===== config.mk =====
export PLATFORM = sky130hd
export DESIGN_NAME = mbist_march_fsm
export DESIGN_NICKNAME = d
export VERILOG_FILES = /design/src/rtl/mbist_march_fsm_pkg.sv /design/src/rtl/mbist_march_fsm_addr_gen.sv /design/src/rtl/mbist_march_fsm.sv
export SDC_FILE = /design/constraint.sdc
export NUM_CORES = 1
export LEC_CHECK = 0
export CORE_MARGIN = 2
export CORE_UTILIZATION = 50
export DETAILED_ROUTE_END_ITERATION = 16
export PLACE_DENSITY = 0.8
export RECOVER_POWER = 50
export SLEW_MARGIN = 0
export SYNTH_ARGS = -nofsm -noshare
export SYNTH_HDL_FRONTEND = slang
export SYNTH_SLANG_ARGS = --single-unit

===== constraint.sdc =====
create_clock -name clk -period 3.2 [get_ports clk]
set_clock_uncertainty 0.15 [all_clocks]
set_input_delay 0.48 -clock clk [delete_from_list [all_inputs] [get_ports clk]]
set_output_delay 0.48 -clock clk [all_outputs]
set_load 0.02 [all_outputs]

===== src/rtl/mbist_march_fsm_pkg.sv =====
// ---------------------------------------------------------------------------
// mbist_march_fsm_pkg
//  Shared definitions for the MBIST march sequencer:
//   - op slot layout inside a stimulus word ({valid,we,inv} per slot)
//   - sequencer state encoding
//   - helpers that derive stimulus width and direction bit position
// ---------------------------------------------------------------------------
package mbist_march_fsm_pkg;

    localparam int BIST_OP_CNT_DEF = 5;
    localparam int OP_FIELD_WD     = 3;

    // One op slot; packed so an array of slots overlays the stimulus word
    // with slot k at bits [3k+2:3k].
    typedef struct packed {
        logic valid;
        logic we;
        logic inv;
    } op_t;

    typedef enum logic [2:0] {
        ST_IDLE,
        ST_LOAD,
        ST_EXEC,
        ST_NEXT_STI,
        ST_DONE
    } state_t;

    function automatic int sti_wd(input int op_cnt);
        return OP_FIELD_WD * op_cnt + 1;
    endfunction

    // Direction flag sits just above the last op slot (1 = march down).
    function automatic int dir_bit(input int op_cnt);
        return OP_FIELD_WD * op_cnt;
    endfunction

endpackage


===== src/rtl/mbist_march_fsm_addr_gen.sv =====
// ---------------------------------------------------------------------------
// mbist_march_fsm_addr_gen
//  Loadable up/down address counter for the march.
//  Ports:
//   clk, rst_n  clock / async active-low reset
//   load        load START (up) or END (down); wins over step
//   down        count direction, 1 = decrement
//   step        advance one address
//   hold        freezes the counter even when step is set
//   addr        current march address
//   at_term     addr is at the end of the range for the current direction
// ---------------------------------------------------------------------------
module mbist_march_fsm_addr_gen #(
    parameter int                 ADDR_WD    = 9,
    parameter logic [ADDR_WD-1:0] ADDR_START = '0,
    parameter logic [ADDR_WD-1:0] ADDR_END   = '1
) (
    input  logic               clk,
    input  logic               rst_n,
    input  logic               load,
    input  logic               down,
    input  logic               step,
    input  logic               hold,
    output logic [ADDR_WD-1:0] addr,
    output logic               at_term
);

    localparam logic [ADDR_WD-1:0] ADDR_ONE = ADDR_WD'(1);

    always_ff @(posedge clk or negedge rst_n) begin
        if (!rst_n) begin
            addr <= '0;
        end else if (load) begin
            addr <= down ? ADDR_END : ADDR_START;
        end else if (step && !hold) begin
            addr <= down ? (addr - ADDR_ONE) : (addr + ADDR_ONE);
        end
    end

    // The FSM never steps once at_term is set, so the counter cannot wrap.
    assign at_term = down ? (addr == ADDR_START) : (addr == ADDR_END);

endmodule


===== src/rtl/mbist_march_fsm.sv =====
// ---------------------------------------------------------------------------
// mbist_march_fsm
//  MBIST march sequencer. For each stimulus from the stimulus selector it
//  walks the address range once (up or down) and issues the stimulus' valid
//  op slots at every address, then pulses run to advance the selector.
//  Ports:
//   clk, rst_n      clock / async active-low reset
//   bist_en         level: 1 start/keep running, 0 abort or clear done
//   scan_shift      scan mode, forces IDLE
//   stimulus        current stimulus word {dir, op[OP_CNT-1] .. op[0]}
//   last_stimulus   current stimulus is the final one
//   run             1-cycle pulse advancing the stimulus selector
//   mem_hold        memory stall, freezes the current op
//   cmp_err         read-compare mismatch from the memory wrapper
//   op_valid/op_we/op_inv/op_addr   op presented to the memory port
//   bist_busy       sequencer active (not IDLE/DONE)
//   bist_done       test complete, held until bist_en drops
//   bist_error      sticky compare error
//   err_addr        op_addr of the first compare error
//
//  state       | meaning
//  ------------+----------------------------------------------------------
//  ST_IDLE     | waiting for bist_en with scan_shift low
//  ST_LOAD     | new stimulus valid; load start address, pick slot 0
//  ST_EXEC     | presenting ops, stepping slots and addresses
//  ST_NEXT_STI | run pulse out; go to LOAD or DONE on last_stimulus
//  ST_DONE     | bist_done high until bist_en drops
// ---------------------------------------------------------------------------
module mbist_march_fsm
    import mbist_march_fsm_pkg::*;
#(
    parameter int BIST_ADDR_WD     = 9,
    parameter int BIST_ADDR_START  = 0,
    parameter int BIST_ADDR_END    = 2**BIST_ADDR_WD - 1,
    parameter int BIST_OP_CNT      = BIST_OP_CNT_DEF,
    parameter int BIST_STI_WD      = sti_wd(BIST_OP_CNT),
    parameter int BIST_STOP_ON_ERR = 1
) (
    input  logic                    clk,
    input  logic                    rst_n,
    input  logic                    bist_en,
    input  logic                    scan_shift,
    input  logic [BIST_STI_WD-1:0]  stimulus,
    input  logic                    last_stimulus,
    output logic                    run,
    input  logic                    mem_hold,
    input  logic                    cmp_err,
    output logic                    op_valid,
    output logic                    op_we,
    output logic                    op_inv,
    output logic [BIST_ADDR_WD-1:0] op_addr,
    output logic                    bist_busy,
    output logic                    bist_done,
    output logic                    bist_error,
    output logic [BIST_ADDR_WD-1:0] err_addr
);

    localparam int               IDX_WD   = (BIST_OP_CNT > 1) ? $clog2(BIST_OP_CNT) : 1;
    localparam logic [IDX_WD-1:0] IDX_LAST = IDX_WD'(BIST_OP_CNT - 1);
    localparam logic [IDX_WD-1:0] IDX_ONE  = IDX_WD'(1);
    localparam bit               STOP_ERR = (BIST_STOP_ON_ERR != 0);

    state_t                 state;
    logic [IDX_WD-1:0]      op_idx;
    logic [IDX_WD-1:0]      idx_nxt;
    op_t [BIST_OP_CNT-1:0]  slots;
    logic                   dir_down;
    logic                   last_slot;
    logic                   elem_end;
    logic                   at_term;
    logic                   abort;
    logic                   err_stop;
    logic                   ag_load;
    logic                   ag_step;

    assign slots    = stimulus[BIST_STI_WD-2:0];
    assign dir_down = stimulus[dir_bit(BIST_OP_CNT)];
    assign abort    = scan_shift | ~bist_en;
    assign err_stop = cmp_err & STOP_ERR;

    // idx_nxt is clamped to 0 on the last slot so slots[] is never indexed
    // past its end; last_slot already terminates the element there.
    assign last_slot = (op_idx == IDX_LAST);
    assign idx_nxt   = last_slot ? '0 : (op_idx + IDX_ONE);
    assign elem_end  = last_slot | ~slots[idx_nxt].valid;

    assign ag_load = (state == ST_LOAD);
    assign ag_step = (state == ST_EXEC) & ~abort & ~err_stop & elem_end & ~at_term;

    mbist_march_fsm_addr_gen #(
        .ADDR_WD    (BIST_ADDR_WD),
        .ADDR_START (BIST_ADDR_WD'(BIST_ADDR_START)),
        .ADDR_END   (BIST_ADDR_WD'(BIST_ADDR_END))
    ) u_addr_gen (
        .clk     (clk),
        .rst_n   (rst_n),
        .load    (ag_load),
        .down    (dir_down),
        .step    (ag_step),
        .hold    (mem_hold),
        .addr    (op_addr),
        .at_term (at_term)
    );

    always_ff @(posedge clk or negedge rst_n) begin
        if (!rst_n) begin
            state      <= ST_IDLE;
            op_idx     <= '0;
            op_valid   <= 1'b0;
            op_we      <= 1'b0;
            op_inv     <= 1'b0;
            run        <= 1'b0;
            bist_busy  <= 1'b0;
            bist_done  <= 1'b0;
            bist_error <= 1'b0;
            err_addr   <= '0;
        end else begin
            run <= 1'b0;
            if (state != ST_IDLE && abort) begin
                // Leaving DONE this way is also how bist_done gets cleared.
                state     <= ST_IDLE;
                op_idx    <= '0;
                op_valid  <= 1'b0;
                bist_busy <= 1'b0;
                bist_done <= 1'b0;
            end else begin
                case (state)
                    ST_IDLE: begin
                        if (bist_en && !scan_shift) begin
                            state      <= ST_LOAD;
                            bist_busy  <= 1'b1;
                            bist_error <= 1'b0;
                            err_addr   <= '0;
                        end
                    end

                    ST_LOAD: begin
                        op_idx <= '0;
                        op_we  <= slots[0].we;
                        op_inv <= slots[0].inv;
                        if (slots[0].valid) begin
                            state    <= ST_EXEC;
                            op_valid <= 1'b1;
                        end else begin
                            state <= ST_NEXT_STI;
                            run   <= 1'b1;
                        end
                    end

                    ST_EXEC: begin
                        if (cmp_err) begin
                            bist_error <= 1'b1;
                            if (!bist_error) begin
                                err_addr <= op_addr;
                            end
                        end
                        if (err_stop) begin
                            state     <= ST_DONE;
                            op_valid  <= 1'b0;
                            bist_busy <= 1'b0;
                            bist_done <= 1'b1;
                        end else if (!mem_hold) begin
                            if (!elem_end) begin
                                op_idx <= idx_nxt;
                                op_we  <= slots[idx_nxt].we;
                                op_inv <= slots[idx_nxt].inv;
                            end else if (at_term) begin
                                state    <= ST_NEXT_STI;
                                op_valid <= 1'b0;
                                run      <= 1'b1;
                            end else begin
                                // address counter steps on this same edge
                                op_idx <= '0;
                                op_we  <= slots[0].we;
                                op_inv <= slots[0].inv;
                            end
                        end
                    end

                    ST_NEXT_STI: begin
                        // last_stimulus still describes the stimulus just
                        // finished; the selector updates on this edge.
                        if (last_stimulus) begin
                            state     <= ST_DONE;
                            bist_busy <= 1'b0;
                            bist_done <= 1'b1;
                        end else begin
                            state <= ST_LOAD;
                        end
                    end

                    ST_DONE: begin
                        state <= ST_DONE;
                    end

                    default: begin
                        state <= ST_IDLE;
                    end
                endcase
            end
        end
    end

endmodule


Yosys cells after proc, flatten, opt, wreduce, memory -nomap -nowiden
Index checks and enable logic that the tools add are counted.
- $add $sub $neg: 3
- $lt $le $gt $ge: 1
- equal/unequal tests: 22
- multiplexer cells: 62
- bitwise gates (word level): 12
- reduce and logical (&&, ||, !) cells: 22
- operator list (cell ; number):
    9-bit 2-to-1 mux ; 7
    3-bit 2-to-1 mux ; 14
    1-bit 2-to-1 mux ; 30
    9-bit one-hot mux with 2 select lines ; 1
    4-bit by 3-bit != test with 1-bit output (second input constant) ; 4
    4-bit AND reduction ; 4
    3-bit one-hot mux with 5 select lines ; 1
    5-bit AND reduction ; 3
    3-bit by 2-bit != test with 1-bit output (second input constant) ; 4
    1-bit one-hot mux with 2 select lines ; 6
    2-bit != test (second input constant) ; 5
    9-bit by 1-bit adder with 9-bit output (second input constant) ; 1
    3-bit binary-select mux with 3-bit select ; 1
    9-bit == test (second input constant) ; 1
    9-bit zero test ; 1
    3-bit != test (second input constant) ; 3
    3-bit nonzero test ; 3
    9-bit by 1-bit subtractor with 9-bit output (second input constant) ; 1
    3-bit by 2-bit == test with 1-bit output (second input constant) ; 2
    3-bit == test (second input constant) ; 2
    1-bit NOT ; 6
    3-bit one-hot mux with 2 select lines ; 1
    2-bit nonzero test ; 3
    1-bit AND ; 4
    10 further kinds ; 14
- bits in registers: 31
- bits of input ports: 23
- output and inout bits: 25
- word-level logic and storage cells: 133

Logic depth before layout (Yosys ltp)
- depth after elaboration: 11
- mapped depth: 10
- depth with buffers taken out: 8

Hierarchy
A second synthesis with hierarchy kept.
- cells, all modules: 241
- area, all modules: 2179.6 µm²
- by module, submodules not included (module ; times used ; cells each ; area an instance (µm²) ; sequential area each (µm²)):
    mbist_march_fsm ; 1 ; 146 ; 1386.3 ; 550.5
    mbist_march_fsm_addr_gen ; 1 ; 95 ; 793.3 ; 225.2

Worst setup path before layout
No wires, ideal clock.
- path kind: register to register
- from: register op_idx[0]
- to: register op_inv
- arrival: 2.326 ns
- required time: 2.925 ns
- path slack: 0.600 ns
- stages on the path, launching flop included: 9
- clock period less this slack: 2.600 ns
- cells stage by stage: dfrtp_1 inv_1 ha_1 a21oi_2 mux4_2 o21ba_1 nand3_2 mux2_1 mux2_2
- cells in the longest elaborated chain, start to end: 10
- elaborated cells on any way between the ends: 13
- classes of those cells: add/sub: 1; eq/ne: 2; mux: 7; bitwise: 2; reduce/logical: 1
- RTL lines (what ; line ; text):
    start: declaration ; mbist_march_fsm.sv:64 ; logic [IDX_WD-1:0] op_idx;
    start signal: assignment ; mbist_march_fsm.sv:164 ; op_idx <= idx_nxt;
    3-bit by 1-bit adder with 3-bit output / 3-bit == test (equally long branches) ; mbist_march_fsm.sv:84, mbist_march_fsm.sv:83 ;
    3-bit 2-to-1 mux ; mbist_march_fsm.sv:84 ; assign idx_nxt = last_slot ? '0 : (op_idx + IDX_ONE);
    3-bit binary-select mux with 3-bit select ; mbist_march_fsm.sv:85, mbist_march_fsm.sv:166 ;
    3-bit 2-to-1 mux (not written as such) ; mbist_march_fsm.sv:166 ; op_inv <= slots[idx_nxt].inv;
    1-bit NOT ; mbist_march_fsm.sv:85 ; assign elem_end = last_slot | ~slots[idx_nxt].valid;
    1-bit bitwise OR ; mbist_march_fsm.sv:85 ;
    1-bit 2-to-1 mux ; mbist_march_fsm.sv:163 ; if (!elem_end) begin
    1-bit 2-to-1 mux ; mbist_march_fsm.sv:162 ; end else if (!mem_hold) begin
    1-bit 2-to-1 mux ; mbist_march_fsm.sv:157 ; if (err_stop) begin
    1-bit one-hot mux with 2 select lines ; mbist_march_fsm.sv:127 ; case (state)
    end signal: assignment ; mbist_march_fsm.sv:140 ; op_inv <= slots[0].inv;
    end signal: assignment ; mbist_march_fsm.sv:166 ;
    end signal: assignment ; mbist_march_fsm.sv:175 ; op_inv <= slots[0].inv;
    end: declaration ; mbist_march_fsm.sv:50 ; output logic op_inv,
Several ways; a longest one is shown, not always the timed one. The select of a mux whose other input is x is not followed.
A chain may end at the register's enable or synchronous reset.

Worst setup path after layout
- from: register op_idx[0]
- to: register op_we
- cells in the longest elaborated chain, start to end: 10
- elaborated cells on any way between the ends: 13
- classes of those cells: add/sub: 1; eq/ne: 2; mux: 7; bitwise: 2; reduce/logical: 1
- RTL lines (what ; line ; text):
    3-bit by 1-bit adder with 3-bit output / 3-bit == test (equally long branches) ; mbist_march_fsm.sv:84, mbist_march_fsm.sv:83 ;
    3-bit 2-to-1 mux ; mbist_march_fsm.sv:84 ;
    3-bit binary-select mux with 3-bit select ; mbist_march_fsm.sv:85, mbist_march_fsm.sv:165 ;
    3-bit 2-to-1 mux ; n/a ;
    1-bit NOT ; mbist_march_fsm.sv:85 ;
    1-bit bitwise OR ; mbist_march_fsm.sv:85 ;
    1-bit 2-to-1 mux ; mbist_march_fsm.sv:163 ;
    1-bit 2-to-1 mux ; mbist_march_fsm.sv:162 ;
    1-bit 2-to-1 mux ; mbist_march_fsm.sv:157 ;
    1-bit one-hot mux with 2 select lines ; mbist_march_fsm.sv:127 ;
    end signal: assignment ; mbist_march_fsm.sv:139 ; op_we <= slots[0].we;
    end signal: assignment ; mbist_march_fsm.sv:165 ; op_we <= slots[idx_nxt].we;
    end signal: assignment ; mbist_march_fsm.sv:174 ; op_we <= slots[0].we;
    end: declaration ; mbist_march_fsm.sv:49 ; output logic op_we,
Several ways; a longest one is shown, not always the timed one. The select of a mux whose other input is x is not followed.

==> flow_summary.yaml <==
outcome:
  status: "complete, but fails checks"
  violations: "capacitance limit, slew limit"
grt:
  grt_usage_pct: 22.0
  antenna_found_initial: 0
  overflow: 0
  grt_pass1_vias: 1656
  grt_pass1_wl_um: 7780
  grt_max_degree: 32
detailed_routing:
  vias_per_cell: 5.78
  wire_per_inst_um: 15.2
  ant_nets: 0
  drt_iter0_markers: 171
  firstDrtPassIters: 4
  num_vias: 1877
  route.detailed.drc: 0
  routed_wl_um: 4940
setup_path:
  reg2reg_from: "op_idx[0]"
  crit_path_top_delay_cell: "mux4_2"
  ff2ff_path_depth: 8
  cp.arrival_ns: 2.89
  cp_data_required_time_ns: 3.22
  r2r-end: "op_we"
  criticalPathCategory: "flip-flop to flip-flop"
  slowest_delay_ns: 0.57
  worstSetupStartpointType: "flip-flop"
  cp-end-kind: "flip-flop"
  rrSetupSlack_ns: 0.34
  crit_fanout: 9
  path_cells: "inv_1 -> ha_1 -> a21oi_2 -> mux4_2 -> o21ba_1 -> nand3_2 -> mux2_1 -> mux2_2"
clocking:
  clockRootBuffer: "clkbuf_8"
  ctsHoldBuffers: 0
  tritoncts: "done"
  post_cts_resize_count: 0
  clock_latency_ns: 0.29
  cts_setup_buffers: 0
  cts_buffer_depth: 2
  path_clk_slew_ns: 0.07
  ctsHtreeMaxLevel: 2
  cts_made_buffers: 5
  clock_sinks: 31
flow_run:
  maxCapViolCount: 1
synthesis:
  ys_ff_latch: 31
  synth.area.top_cells: "dfrtp_1 (37%), ha_1 (5.4%), nor3_1 (4.3%)"
  avgSynthCellArea_um2: 9.26
  synth_cell_types: 57
  synth-main-ff-cell: "dfrtp_1"
  synth_edf_count: 0
  synth_top_area_share_pct: 37.1
  synth_area_um2: 2090
  synth_top_area_cell: "dfrtp_1"
  async_flop_share_pct: 100
  seq_area_frac_synth_pct: 37.1
  synth_cells: 226
  yosysWarnings: 0
  synth_nets: 259
sta:
  finalCritPeriodShare_pct: 89.4
  slew_violations: 32
  relSlewSlack_pct: -11.5
  fin_setup_tns_ns: 0
  fin_crit_ns: 2.86
  fin_ws_ns: 0.339
  hold_viol_final: 0
  clock.fmax_mhz: 350
  setup_viol: 0
  rsz0062_at_grt: "no"
  worst_pin_slew_ns: 1.67
place:
  place_ws_ns: 0.301
  portBuffers: 47
  dp_hpwl_um: 3730
  gp_congestion: 0.854
floorplanning:
  core.rowCount: 23
  dieArea_um2: 4720
  io_pins: 48
  fp.dieH_um: 68.7
  die_w_um: 68.7
  initial_utilization_pct: 52.3
  core_area_um2: 4000
layout:
  insertedDiodeCount: 0
  fillerInstances: 330
  drive_above_1_share_pct: 8.00
  area_growth_syn_to_layout_pct: 29.6
  final_nets: 307
worst_hold_path:
  hp-class: "flip-flop to flip-flop"
  min_to: "bist_done"
  min_path_cells: 2
  min_from: "bist_done"
pwr:
  p_leak_uw: 0.00116
  ir_drop_v: 0.000276
  powerDensity_nw_per_um2: 500
## placed cells by master, fill, tap and decap left out, types with 4 or more instances in the layout
master           netlist  final
a21oi_1               14     14
dfrtp_1               31     31
a22o_1                10     10
a211oi_1               9      9
ha_1                   9      9
inv_1                 12     12
xor2_1                 7      7
nor4_1                 4      4
dlygate4sd3_1          0     10
clkdlybuf4s50_1        0     37
nand2b_1               5      5
nor3_1                18     18
clkbuf_8               0      6
nand3_1                6      6
nor2_1                21     21
mux2_1                 5      5
nand2_1               13     13
## synth_stat cells, drive strengths merged (3+ instances only)
library cell,count
nand2b,5
mux2,8
o21ai,6
a22o,10
nor4,4
nand2,13
a21oi,15
a21o,3
nand3,7
inv,12
ha,9
a211oi,10
buf,6
clkbuf,3
xor2,7
nor2,21
dfrtp,31
nor3,19
## report_power, final
group / internal [µW] / leakage [µW] / total (µW) / switching, µW
registers: 436 / 0.000394 / 507 / 71.7
clock network: 252 / 0.0000612 / 399 / 148
logic: 217 / 0.000702 / 449 / 232
## metrics by stage
step / hold slack (ns) / std cells / total power [µW] / utilization, % / instance area (µm²)
after floorplan: 0.0344 / 226 / 779 / - / 2090
after global placement: 0.343 / 317 / 958 / 64.9 / 2600
after detailed placement: 0.344 / 317 / 968 / 64.9 / 2600
after CTS: 0.359 / 325 / 1370 / 67.9 / 2720
after global routing: 0.381 / 325 / 1430 / 67.8 / 2710
final: 0.355 / 325 / 1360 / 67.8 / 2710
## cell families after synthesis
family / after synthesis / share of synthesized area (%)
XOR/XNOR: 7 / 2.93
flip-flops: 31 / 37.1
buffers and inverters: 21 / 4.55
AO/OA/AOI/OAI: 64 / 22.6
adder cells (fa/ha/maj): 10 / 6.34
multiplexers: 11 / 6.34
AND/OR/NAND/NOR: 82 / 20.2
## flip-flops by register name (all words and copies together), names as in the netlist
signal,count
state,3
bist_done,1
op_inv,1
op_valid,1
run,1
op_idx,3
bist_busy,1
err_addr,9
bist_error,1
u_addr_gen.addr,9
op_we,1
## how the worst max path moves through the flow
stage                     slack, ns    startpoint            endpoint  cells past startpoint
after floorplan                0.60     op_idx[0]              op_inv                      8
after global routing           0.24     op_idx[0]               op_we                      8
after global placement         0.37  stimulus[15]  u_addr_gen.addr[8]                      9
after detailed placement       0.30  stimulus[15]  u_addr_gen.addr[8]                      9
final                          0.34     op_idx[0]               op_we                      8
after CTS                      0.33     op_idx[0]               op_we                      8
## cell type report
| cell class | count | area, µm² | share of cell area (%) |
|---|---|---|---|
| multi-input cells | 174 | 1220 | 45.0 |
| clock buffers | 6 | 82.6 | 3.05 |
| flip-flops and latches | 31 | 776 | 28.6 |
| well taps | 50 | 62.6 | 2.31 |
| inverters | 12 | 45.0 | 1.66 |
| repair buffers | 50 | 489 | 18.0 |
| clock inverters | 2 | 35.0 | 1.29 |
## metal layers
metal / routed length, µm / track usage (%) / share of wire [%] / vias up
met2: 2330 / 34.9 / 47 / 45
met1: 2350 / 30.4 / 47 / 884
met3: 195 / 3.41 / 3.9 / 5
met5: 0 / 0 / 0 / -
met4: 74 / 7.50 / 1.5 / 0
li1: - / - / - / 943
## worst max-delay path: cells and delay by family, from the launching register on
kind | cells | cell delay (ns)
AO/OA/AOI/OAI | 2 | 0.47
adder cells (fa/ha/maj) | 1 | 0.26
buffers and inverters | 1 | 0.08
flip-flops | 1 | 0.49
multiplexers | 3 | 1.17
AND/OR/NAND/NOR | 1 | 0.13
Note: power is estimated with default switching activity, not from simulation.
